==> src/rtl/aclint_irq_gate_pkg.sv <==
// aclint_irq_gate_pkg: cause codes, register offsets and FSM states shared by the
// machine-mode interrupt gate.
package aclint_irq_gate_pkg;
    localparam logic [3:0] IRQ_CAUSE_MEI = 4'd11;
    localparam logic [3:0] IRQ_CAUSE_MSI = 4'd3;
    localparam logic [3:0] IRQ_CAUSE_MTI = 4'd7;
    localparam logic [3:0] IRQG_MIE    = 4'h0;
    localparam logic [3:0] IRQG_MIP    = 4'h4;
    localparam logic [3:0] IRQG_GEN    = 4'h8;
    localparam logic [3:0] IRQG_LCAUSE = 4'hC;
    typedef enum logic [1:0] {IDLE = 2'd0, REQ = 2'd1, SERVICE = 2'd2} state_t;
    // The slave bus carries words with byte 0 as the MSB.
    function automatic logic [31:0] bswap(input logic [31:0] v);
        return {v[7:0], v[15:8], v[23:16], v[31:24]};
    endfunction
endpackage

==> src/rtl/aclint_irq_gate_sync.sv <==
// irq_sync: SYNC_STAGES-deep single-bit synchroniser with asynchronous reset to 0.
module irq_sync #(
    parameter int SYNC_STAGES = 2
) (
    input  logic clk,
    input  logic rst,
    input  logic d,
    output logic q
);
    (* ASYNC_REG = "TRUE" *) logic [SYNC_STAGES-1:0] ff;
    always_ff @(posedge clk or posedge rst)
        if (rst) ff <= '0;
        else     ff <= {ff[SYNC_STAGES-2:0], d};
    assign q = ff[SYNC_STAGES-1];
endmodule

==> src/rtl/aclint_irq_gate.sv <==
// aclint_irq_gate: masks and prioritises CLINT software/timer and external IRQs and
// presents one latched request to the CPU via a req/ack/mret handshake.
module aclint_irq_gate
    import aclint_irq_gate_pkg::*;
#(
    parameter int SYNC_STAGES = 2,
    parameter bit EXT_EDGE    = 1'b0
) (
    input  logic        clk,
    input  logic        rst,
    input  logic [3:0]  a,
    input  logic [31:0] d,
    input  logic        we,
    output logic [31:0] spo,
    input  logic        s_irq,
    input  logic        t_irq,
    input  logic        e_irq,
    output logic        irq_req,
    output logic [3:0]  irq_cause,
    input  logic        irq_ack,
    input  logic        mret
);
    state_t      state;
    logic [2:0]  mie;
    logic        gen, ps, pt, pe_q, e_prev, e_s, pe, pe_set, pe_clr;
    logic [3:0]  lcause, off;
    logic [31:0] wd, rd, mip_word, mie_word;
    logic [2:0]  cand;
    logic [3:0]  cause_sel;
    logic        unused_bits;

    irq_sync #(.SYNC_STAGES(SYNC_STAGES)) u_sync (.clk(clk), .rst(rst), .d(e_irq), .q(e_s));

    assign wd  = bswap(d);
    assign off = {a[3:2], 2'b00};
    assign unused_bits = ^{a[1:0], wd};

    // Level mode passes the synchronised line straight through; edge mode uses the sticky bit.
    assign pe_set = e_s & ~e_prev;
    assign pe_clr = (state == REQ && irq_ack && irq_cause == IRQ_CAUSE_MEI) ||
                    (we && off == IRQG_MIP && wd[11]);
    assign pe     = EXT_EDGE ? pe_q : e_s;

    assign cand      = {pe, pt, ps} & mie & {3{gen}};
    assign cause_sel = cand[2] ? IRQ_CAUSE_MEI : cand[0] ? IRQ_CAUSE_MSI : IRQ_CAUSE_MTI;

    assign mip_word = {20'b0, pe, 3'b0, pt, 3'b0, ps, 3'b0};
    assign mie_word = {20'b0, mie[2], 3'b0, mie[1], 3'b0, mie[0], 3'b0};
    assign rd  = off == IRQG_MIE ? mie_word :
                 off == IRQG_MIP ? mip_word :
                 off == IRQG_GEN ? {31'b0, gen} : {28'b0, lcause};
    assign spo = bswap(rd);

    always_ff @(posedge clk or posedge rst) begin
        if (rst) begin
            state     <= IDLE;
            irq_req   <= 1'b0;
            irq_cause <= '0;
            lcause    <= '0;
            mie       <= '0;
            gen       <= 1'b0;
            ps        <= 1'b0;
            pt        <= 1'b0;
            pe_q      <= 1'b0;
            e_prev    <= 1'b0;
        end else begin
            ps     <= s_irq;
            pt     <= t_irq;
            e_prev <= e_s;
            pe_q   <= pe_set | (pe_q & ~pe_clr);
            if (we && off == IRQG_MIE) mie <= {wd[11], wd[7], wd[3]};
            if (we && off == IRQG_GEN) gen <= wd[0];
            case (state)
                IDLE: if (|cand) begin
                    irq_cause <= cause_sel;
                    irq_req   <= 1'b1;
                    state     <= REQ;
                end
                REQ: if (irq_ack) begin
                    lcause  <= irq_cause;
                    irq_req <= 1'b0;
                    state   <= SERVICE;
                end
                SERVICE: if (mret) state <= IDLE;
                default: state <= IDLE;
            endcase
        end
    end
endmodule

==> config.mk <==
export PLATFORM = sky130hd
export DESIGN_NAME = aclint_irq_gate
export DESIGN_NICKNAME = d
export VERILOG_FILES = /design/src/rtl/aclint_irq_gate_pkg.sv /design/src/rtl/aclint_irq_gate_sync.sv /design/src/rtl/aclint_irq_gate.sv
export SDC_FILE = /design/constraint.sdc
export NUM_CORES = 1
export LEC_CHECK = 0
export ABC_CLOCK_PERIOD_IN_PS = 2200
export CORE_ASPECT_RATIO = 2
export CORE_MARGIN = 3
export CORE_UTILIZATION = 35
export CTS_BUF_LIST = sky130_fd_sc_hd__clkbuf_4
export DETAILED_ROUTE_END_ITERATION = 12
export PLACE_DENSITY = 0.89
export RECOVER_POWER = 100
export SYNTH_ARGS = -nofsm -noshare
export SYNTH_HDL_FRONTEND = slang
export SYNTH_HIERARCHICAL = 1
export SYNTH_SLANG_ARGS = --single-unit
==> constraint.sdc <==
create_clock -name clk -period 2.2 [get_ports clk]
set_input_delay 0.44 -clock clk [delete_from_list [all_inputs] [get_ports clk]]
set_output_delay 0.44 -clock clk [all_outputs]
set_load 0.02 [all_outputs]
==> summary.md <==
| Metric | Value |
|---|---|
| Count of final max-slew check failures | 0 |
| First-pass GRT wire length | around 2500 um |
| DR vias/cell | around 4.4 |
| Fraction of the core area covered by cells at the end of the flow | 44.30% |
| Cell type with the largest total area after synthesis | sky130_fd_sc_hd__dfrtp_1 |
| Number of clock sinks | 17 |
| CTS tree | built |
| Post-synthesis average cell area | roughly 11 sq um |
| Setup repair after global routing missed its margin | no |
| N_diodes | 0 |
| Number of buffers inserted by port buffering | 24 |
| Compound-Gate Fraction of Synth Area | around 5.8% |
| Vertical die dimension | 79.91 um |
| Number of nets with antenna violations after detailed routing | 0 |
| Combinational family with the most area after synthesis | buffers and inverters |
| Top-area cell type share of the netlist area | 44.50% |
| DRC Markers | 0 |
| Initial standard-cell utilization of the core | 37.20% |
| Floorplan Core Area | 2570 sq um |
| Largest driver fanout on the critical path | 8 |
| Tot GR Track Use | approximately a tenth |
| Required @ worst endpoint | about 1800 ps |
| Proportion of synthesized area in mux cells | a little over an eighth |
| Count of final hold-check violations | 0 |
| Pin count of the biggest net entering global routing | 16 |
| Largest stage delay on the critical path | approximately 450 ps |
| Placement Setup Slack | -233.1 ps |
| CTS H-Tree Depth | 1 |
| RD Place Congestion | roughly 0.75 |
| Count of vias placed by the detailed router | approximately 600 |
| Setup tns final | 0 ps |
| Critical path startpoint category | primary input |
| Slack of the critical path | approximately 110 ps |
| Die span in x | 42.96 um |
| Cell count after placement | 137 |
| Final setup vio count | 0 |
| Row count | 26 |
| Avg WL per Cell | 11.44 um |
| Number of global-route vias before repair | between 600 and 700 |
| Total overflow reported by the global router | 0 |
| XOR/XNOR Fraction of Synth Area | 0% |
| Maximum vdd drop | 0.5413 mV |
| Data arrival at the endpoint of the critical path | roughly 1700 ps |
| Slowest cell on the critical path | sky130_fd_sc_hd__clkdlybuf4s50_1 |
| Die area | 3432 sq um |
| Total half-perimeter wirelength after legalization and detailed placement | ~1400 um |
| Clock period minus worst slack | ~2100 ps |
| Insertion delay to the later sink of the worst-skew pair | around 280 ps |
| Number of distinct standard cells referenced by the synthesized netlist | 23 |
| Clock input transition at the sequential cells of the worst setup and hold paths | 90 ps |
| Leading cell types by total area after synthesis | sky130_fd_sc_hd__dfrtp_1, sky130_fd_sc_hd__buf_4, sky130_fd_sc_hd__mux2_2 |
| Share of the clock period used by the worst path | 94.88% |
| Critical path class | in -> out |
| Summed instance area of the synthesized netlist | 955.9 sq um |
| Area growth from synthesis to final layout | 19.11% |
| # IOs | 81 |
| Post-Route Hold Slack | around 370 ps |
| Capturing element type of the critical path | output port |
| Ratio of cells with drive above 1 in the final layout | around 14% |
| Result of the run | finished, final reports clean |
| Share of synthesized cell area in and, or, nand and nor gates | 12.83% |
| Setup clock skew after layout | around 0.61 ps |
| Count of max-cap constraint violations | 0 |
| Part of the Yosys area used for sequential elements | between 40% and 50% |
| Overall Power | ~0.97 mW |
| Actual slew at the worst max-slew pin | between 500 and 600 ps |
| Power density normalized to cell area | about 850 nW/um^2 |
| Number of standard cells in the final layout excluding fillers | 141 |
| Initial antenna violation count | 0 |
| Hold_buf cts | 0 |
| Count of warnings emitted by yosys | 6 |
| Instance area after placement | around 1100 sq um |
| Leakage dissipation | 0.5658 nW |
| # nets final | approximately 160 |
| Total Routed Length | around 1600 um |
| Number of DRC markers in iteration 0 | 6 |
| Classification of the worst-slack hold path | reg -> reg |
| Ordered cell list for the critical path | clkdlybuf4s50_1, buf_4, mux2i_1, nor2_1, dlygate4sd2_1 |
| Number of buffers created by CTS | 3 |
| Post-Layout Inst Area | between 1000 and 1500 sq um |
| Root Buffer Master | sky130_fd_sc_hd__clkbuf_4 |
| Flops & latches, synth | 17 |
| Clock tree buffer depth | 2 |
| Gate Count Post-Synth | 85 |
| Adder and majority cell fraction of the synthesized area | 0% |
| Slew headroom | approximately 63% |
| Router iterations before antenna repair | 4 |
| Maximum clock rate | roughly 0.48 GHz |
routing by layer:
layer  part of all wire, %  wire [um]  track usage (%)  up-vias
li1                      -          -                -      288
met1                    32        521            8.357      287
met2                    57        919            19.43       40
met3                    10        161            1.580        2
met4                  0.62         10            4.230        0
met5                     0          0                0        -
what timing repair did:
item,4_1_cts,5_1_grt
gates resized for setup,7,1
endpoints found under the setup margin,6,1
buffers inserted,0,0
hold endpoints to repair,0,0
report_power, final:
group	leakage [nW]	switching (mW)	internal, mW	total [mW]
logic	0.349	0.187	0.169	0.356
clock network	0.0177	0.0926	0.0674	0.160
registers	0.199	0.0592	0.394	0.453
total	0.566	0.339	0.630	0.969
worst paths after layout:
kind | cells after the start | end | startpoint | slack [ps]
setup reg to reg | 3 | irq_cause[2] | state[1] | 840
hold / removal | 0 | u_sync/ff[1] | u_sync/ff[0] | 370
hold reg to reg | 0 | u_sync/ff[1] | u_sync/ff[0] | 370
setup / recovery | 5 | spo[31] | a[2] | 110
min in group asynchronous | 2 | u_sync/ff[0] | rst | 450
max in group asynchronous | 2 | gen | rst | 1170
layout by cell type, fill, tap and decap left out:
master	Yosys	layout
sky130_fd_sc_hd__conb_1	1	26
sky130_fd_sc_hd__dfrtp_1	17	17
sky130_fd_sc_hd__dlygate4sd3_1	0	10
sky130_fd_sc_hd__clkdlybuf4s50_1	0	8
sky130_fd_sc_hd__mux2_2	5	5
sky130_fd_sc_hd__dlygate4sd2_1	0	5
sky130_fd_sc_hd__nor2_1	3	3
sky130_fd_sc_hd__nand2_1	3	3
sky130_fd_sc_hd__mux2_4	3	3
sky130_fd_sc_hd__mux2i_1	3	3
sky130_fd_sc_hd__clkbuf_4	0	3
sky130_fd_sc_hd__buf_4	28	3
sky130_fd_sc_hd__nand3b_1	2	2
sky130_fd_sc_hd__nor3b_1	1	2
sky130_fd_sc_hd__a22o_1	2	2
sky130_fd_sc_hd__and2_1	2	2
sky130_fd_sc_hd__a21o_1	2	2
sky130_fd_sc_hd__and3_1	2	2
sky130_fd_sc_hd__inv_1	2	2
sky130_fd_sc_hd__or2_1	2	2
sky130_fd_sc_hd__o21a_1	1	1
sky130_fd_sc_hd__nor2_2	1	1
sky130_fd_sc_hd__and2_0	0	1
sky130_fd_sc_hd__nor2b_1	1	1
sky130_fd_sc_hd__a31oi_1	1	1
sky130_fd_sc_hd__a311oi_1	1	1
sky130_fd_sc_hd__clkinv_2	0	1
sky130_fd_sc_hd__clkbuf_1	0	1
flip-flops by register name, summed over array words and instances, names as in the netlist:
register   cells
irq_cause      3
lcause         3
mie            3
state          2
u_sync/ff      2
gen            1
irq_req        1
ps             1
pt             1
critical path, delay by kind of cell:
family                 cells  cell delay (ps)
buffers and inverters      3              930
muxes                      1              200
and+or+nand+nor            1               70
cell usage after synthesis:
cell type and instances:
sky130_fd_sc_hd__nor3b_4 1, sky130_fd_sc_hd__nand2_1 3, sky130_fd_sc_hd__a311oi_1 1, sky130_fd_sc_hd__and2_1 2, sky130_fd_sc_hd__dfrtp_1 17, sky130_fd_sc_hd__nor2b_1 1
sky130_fd_sc_hd__mux2_2 5, sky130_fd_sc_hd__o21a_1 1, sky130_fd_sc_hd__conb_1 1, sky130_fd_sc_hd__a31oi_1 1, sky130_fd_sc_hd__mux2_4 3, sky130_fd_sc_hd__nand3b_1 2
sky130_fd_sc_hd__nor2_1 3, sky130_fd_sc_hd__a22o_1 2, sky130_fd_sc_hd__and3_1 2, sky130_fd_sc_hd__nor3b_1 1, sky130_fd_sc_hd__buf_4 28, sky130_fd_sc_hd__and2_4 1
sky130_fd_sc_hd__nor2_2 1, sky130_fd_sc_hd__or2_1 2, sky130_fd_sc_hd__inv_1 2, sky130_fd_sc_hd__mux2i_1 3, sky130_fd_sc_hd__a21o_1 2
area by class of cell:
type,instances,area (sq um)
multi-input cells,63,392.9
clock inverters,1,5.005
well taps,28,35.03
flip-flops and latches,17,425.4
repair buffers,27,250.2
inverters,2,7.507
clock buffers,3,22.52
fillers,254,1431
cell families after synthesis:
group,count (synthesis)
other,1
and+or+nand+nor,19
muxes,11
AOI/OAI and AO/OA,7
buffers and inverters,30
DFF,17
(Power assumes the default switching activity.)
